[config.mk]
export PLATFORM = sky130hd
export DESIGN_NAME = seg7_scan_display
export DESIGN_NICKNAME = d
export VERILOG_FILES = /design/src/rtl/seg7_scan_display.sv
export SDC_FILE = /design/constraint.sdc
export NUM_CORES = 1
export LEC_CHECK = 0
export CORE_ASPECT_RATIO = 0.75
export CORE_MARGIN = 3
export CORE_UTILIZATION = 61
export DETAILED_ROUTE_END_ITERATION = 8
export GPL_TIMING_DRIVEN = 0
export PLACE_DENSITY = 0.84
export SKIP_CTS_REPAIR_TIMING = 1
export SYNTH_ARGS = -nofsm -noshare
export SYNTH_HDL_FRONTEND = slang
export SYNTH_SLANG_ARGS = --single-unit
[constraint.sdc]
create_clock -name clk -period 3.91 [get_ports clk]
set_clock_uncertainty 0.1 [all_clocks]
set_input_delay 0.5865 -clock clk [delete_from_list [all_inputs] [get_ports clk]]
set_output_delay 0.5865 -clock clk [all_outputs]
set_load 0.05 [all_outputs]
[src/rtl/seg7_scan_display.sv]
// seg7_scan_display: 4-digit common-anode scanned display of A, B, compare flag and result.
// Optional result-digit blink while A==B is enabled by defining SEG7_EQUAL_BLINK_EN.
module seg7_scan_display #(
    parameter int CLK_DIV = 50000,
    parameter int BLANK_CYC = 16,
    parameter int BLINK_FRAMES = 125
) (
    input  logic       clk,
    input  logic       rst,
    input  logic       load,
    input  logic [2:0] val_a,
    input  logic [2:0] val_b,
    input  logic [2:0] result,
    output logic       loaded,
    output logic [3:0] an,
    output logic [6:0] seg
);
    typedef enum logic {BLANK, SHOW} state_t;
    localparam int MAXC = CLK_DIV > BLANK_CYC ? CLK_DIV : BLANK_CYC;
    localparam int CW = $clog2(MAXC + 1);
    localparam logic [6:0] DIGITS [8] = '{7'b1000000, 7'b1111001, 7'b0100100, 7'b0110000,
                                          7'b0011001, 7'b0010010, 7'b0000010, 7'b1111000};
    state_t state;
    logic [CW-1:0] cnt;
    logic [1:0] idx;
    logic [2:0] disp_a, disp_b, disp_r, pend_a, pend_b, pend_r;
    logic pend_v, blank_done, show_done, xfer, hide;
    logic [6:0] flag, digit;
    logic [3:0] anode;
    assign blank_done = cnt == CW'(BLANK_CYC - 1);
    assign show_done = cnt == CW'(CLK_DIV - 1);
    assign xfer = state == SHOW && show_done && pend_v;
`ifdef SEG7_EQUAL_BLINK_EN
    localparam int FW = $clog2(BLINK_FRAMES + 1);
    logic [FW-1:0] fcnt;
    logic blink;
    always_ff @(posedge clk) begin
        if (rst) begin
            fcnt <= '0;
            blink <= 1'b0;
        end else if (state == SHOW && show_done && idx == 2'd3) begin
            fcnt <= fcnt == FW'(BLINK_FRAMES - 1) ? '0 : fcnt + 1'b1;
            blink <= fcnt == FW'(BLINK_FRAMES - 1) ? ~blink : blink;
        end
    end
    assign hide = blink && disp_a == disp_b;
`else
    assign hide = 1'b0;
`endif
    always_comb begin
        flag = disp_a > disp_b ? 7'b0001000 : disp_b > disp_a ? 7'b0000011 : 7'b0110111;
        digit = idx == 2'd0 ? (hide ? 7'b1111111 : DIGITS[disp_r]) :
                idx == 2'd1 ? flag :
                idx == 2'd2 ? DIGITS[disp_b] : DIGITS[disp_a];
        anode = ~(4'b0001 << idx);
    end
    // Pending values only reach the display on a SHOW->BLANK edge, so a lit digit never changes.
    always_ff @(posedge clk) begin
        if (rst) begin
            state <= BLANK;
            cnt <= '0;
            idx <= 2'd0;
            {disp_a, disp_b, disp_r} <= '0;
            {pend_a, pend_b, pend_r} <= '0;
            pend_v <= 1'b0;
            an <= 4'b1111;
            seg <= 7'b1111111;
            loaded <= 1'b0;
        end else begin
            loaded <= xfer;
            if (xfer) {disp_a, disp_b, disp_r} <= {pend_a, pend_b, pend_r};
            if (load) {pend_a, pend_b, pend_r} <= {val_a, val_b, result};
            pend_v <= load | (pend_v & ~xfer);
            if (state == BLANK) begin
                cnt <= blank_done ? '0 : cnt + 1'b1;
                if (blank_done) begin
                    state <= SHOW;
                    an <= anode;
                    seg <= digit;
                end
            end else begin
                cnt <= show_done ? '0 : cnt + 1'b1;
                if (show_done) begin
                    state <= BLANK;
                    idx <= idx + 2'd1;
                    an <= 4'b1111;
                    seg <= 7'b1111111;
                end
            end
        end
    end
endmodule

==> impl_metrics.env <==
export IMPL_cts_root_to_sink_buffers=2
export IMPL_final_worst_path_cycle_share_pct=64.69
export IMPL_number_of_vias_per_cell_after_detailed_routing=5.553
export IMPL_result_of_the_run="finished, final reports clean"
export IMPL_post_synth_inst_count=277
export IMPL_routedWlPerCell_um=14.26
export IMPL_number_of_global_route_vias_before_repair=1917
export IMPL_root_buffer="clkbuf_8"
export IMPL_totalWireLength_um=5106
export IMPL_final_non_filler_cells=358
export IMPL_yosys_cell_types_count=44
export IMPL_critical_path_cell_count=5
export IMPL_nets=340
export IMPL_multi_input_area_sq_mm=0.001375
export IMPL_power_density_cell_area_mw_per_mm2=329.3
export IMPL_ir_drop_uv=269.4
export IMPL_regArea_sq_mm=0.001001
export IMPL_timing_critical_path_fanout_max=8
export IMPL_timing_max_cap_violations=0
export IMPL_switching_share_pct=21.25
export IMPL_fin_util_pct=76.27
export IMPL_core_area_sq_mm=0.003780
export IMPL_critical_path_slowest_cell="or4_4"
export IMPL_synth_edff_count=0
export IMPL_io_buffers=21
export IMPL_via_count_of_the_routed_design=1988
export IMPL_intPower_uw=747.7
export IMPL_total_power_uw=949.4
export IMPL_grt_overflow_total=0
export IMPL_worst_path_largest_cell_delay_ns=0.54
export IMPL_worst_r2r_setup_slack_ns=1.38
export IMPL_syn_area_sq_mm=0.002486
export IMPL_tightest_slew_ns=0.7023
export IMPL_worst_r2r_startpoint="cnt[7]"
export IMPL_synth_main_ff_cell="dfxtp_1"
export IMPL_synthToLayoutAreaGrowth_pct=15.95
export IMPL_ys_top_cells_by_area="dfxtp_1 (40%), ha_1 (12%), nor2_1 (7.4%), mux2i_1 (7.2%), xor2_1 (3.5%)"
export IMPL_drt_pre_antenna_iters=4
export IMPL_gp_routability_congestion=0.8775
export IMPL_preCtsSetupSlack_ns=1.421
export IMPL_htree_levels=2
export IMPL_async_flop_share_pct=0
export IMPL_yosys_warnings=0
export IMPL_clk_latency_ns=0.31
export IMPL_cp_num_buf_inv=0
export IMPL_synth_yosys_seq_area_share_pct=40.26
export IMPL_grt_max_degree=17
export IMPL_critical_path_arrival_ns=2.62
export IMPL_hold_class="reg -> reg"
export IMPL_fp_dieW_um=79.72
export IMPL_grt_util_all_layers_pct=22.91
export IMPL_die_h_um=61.29
export IMPL_rsz0062_at_grt="false"
export IMPL_worst_endpoint_required_ns=4.01
export IMPL_antenna_cells_inserted=0
export IMPL_launch_point_of_the_worst_path="cnt[7]"
export IMPL_initial_antenna_violation_count=0
export IMPL_critical_path_reg2reg_endpoint="seg[4]"
export IMPL_first_pass_grt_wire_length_um=8576
export IMPL_share_comb_of_total_power_pct=4.0
export IMPL_layout_drive_gt1_share_pct=5.229
export IMPL_dpl_hpwl_um=3715
export IMPL_mostFrequentLayoutCell="dfxtp_1"
export IMPL_power_frac_clock_pct=40.9
export IMPL_cts_sinks=50
export IMPL_layout_common_cells="dfxtp_1 (50), nor2_1 (49), ha_1 (23)"
export IMPL_number_of_placed_instances_taps_included=350
export IMPL_power_static_leakage_nw=1.191
export IMPL_numCtsBuffers=5
export IMPL_io_pins=24
export IMPL_r2r_worst_path_cells=5
export IMPL_slew_headroom_pct=52.82
export IMPL_start_util_pct=65.77
export IMPL_clk_pin_slew_worst_paths_ns=0.09
export IMPL_finalMaxSlewViolations=0
export IMPL_fin_setup_tns_ns=0
export IMPL_timing_critical_path_max_delay_family="simple AND/OR/NAND/NOR gates"
export IMPL_syn_area_per_cell_sq_um=8.975
export IMPL_tritoncts="yes"
export IMPL_worst_setup_path_start_kind="flop"
export IMPL_timing_critical_path_cells="or4_4 -> or3_4 -> nor3b_4 -> o21ai_0 -> o22a_1"
export IMPL_finalSetupViolCount=0
export IMPL_drc=0
export IMPL_syn_nets=312
export IMPL_timing_critical_path_to="seg[4]"
export IMPL_share_seq_of_total_power_pct=55.1
export IMPL_timing_final_crit_period_ns=2.529
export IMPL_synth_top_area_share_pct=40.26
export IMPL_worstSetupEndpointType="flop"
export IMPL_final_hold_worst_slack_ns=0.3692
export IMPL_detail_route_iter0_violations=168
export IMPL_p_switching_uw=201.8
export IMPL_final_hold_viol_count=0
export IMPL_criticalPathCategory="reg -> reg"
export IMPL_ys_ff_latch=50
export IMPL_maxClockFrequency_mhz=395.4
export IMPL_final_critical_path_setup_slack_ns=1.381
export IMPL_dpl_cell_area_sq_mm=0.002761
export IMPL_antenna_violating_nets_post_route=0
export IMPL_post_synth_top_area_cell="dfxtp_1"
export IMPL_filler_cell_count=259
export IMPL_rows=19
export IMPL_final_area_sq_mm=0.002883
export IMPL_design_die_area_sq_mm=0.004885
==> power groups by stage <==
| stage | Combinational [mW] | Sequential (mW) | Clock, mW |
|---|---|---|---|
| floorplan | 0.0233 | 0.533 | 0 |
| global placement | 0.0367 | 0.534 | 0 |
| detailed placement | 0.0384 | 0.535 | 0 |
| CTS | 0.0386 | 0.523 | 0.388 |
| global route | 0.0429 | 0.524 | 0.412 |
| finish | 0.0382 | 0.523 | 0.388 |
==> worst min path at each step <==
stage	start	cells past startpoint	endpoint	slack [ns]
6_report	cnt[0]	1	cnt[0]	0.37
5_1_grt	seg[5]	1	seg[5]	0.41
4_1_cts	cnt[0]	1	cnt[0]	0.37
3_5_place_dp	cnt[0]	1	cnt[0]	0.36
3_3_place_gp	cnt[0]	1	cnt[0]	0.33
2_1_floorplan	cnt[0]	1	cnt[0]	0.32
==> cell families after synthesis <==
| group | share of synthesized area (%) |
|---|---|
| AOI/OAI and AO/OA | 12.43 |
| xor gates and xnor gates | 5.284 |
| adders and majority gates | 11.58 |
| buffers and inverters | 4.429 |
| and+or+nand+nor | 18.77 |
| muxes | 7.247 |
| DFF | 40.26 |
==> cell usage after synthesis (all sizes together), types with 2 or more instances <==
| library cell | count |
|---|---|
| nand4 | 4 |
| nand2b | 3 |
| o22a | 4 |
| mux2i | 18 |
| clkbuf | 9 |
| or4 | 2 |
| inv | 16 |
| a211oi | 2 |
| and3 | 2 |
| o21ai | 11 |
| xor2 | 10 |
| o22ai | 2 |
| a2bb2oi | 5 |
| o32a | 2 |
| buf | 4 |
| nor2 | 49 |
| xnor2 | 5 |
| nand3b | 2 |
| ha | 23 |
| nor3 | 5 |
| or3 | 2 |
| nand2 | 13 |
| dfxtp | 50 |
| a21oi | 9 |
| nand3 | 11 |
==> registers in the layout, indices dropped and copies added, names as in the netlist, 2 cells and up <==
register  flops
seg           7
disp_r        3
cnt          16
disp_a        3
pend_r        3
an            4
pend_b        3
pend_a        3
idx           2
disp_b        3
==> routing by layer <==
metal / up-vias / wire [um] / track usage, %
met4: 0 / 61 / 8.088
met5: - / 0 / 0
li1: 1010 / - / -
met1: 898 / 2558 / 31.79
met2: 73 / 2131 / 34.48
met3: 7 / 354 / 6.579
==> cell type report <==
class	count	share of cell area [%]
multi-input cells	198	47.70
flip-flops and latches	50	34.72
repair buffers	21	7.292
clock buffers	6	2.865
well taps	52	2.257
inverters	16	2.083
plain buffers	13	1.736
clock inverters	2	1.345
==> worst reg2reg max path, delay by kind of cell, from the launching register on <==
family | cells | cell delay, ns
AND/OR/NAND/NOR | 3 | 1.38
flip-flops | 1 | 0.38
AO/OA/AOI/OAI | 2 | 0.56
Note: power is estimated with default switching activity, not from simulation.
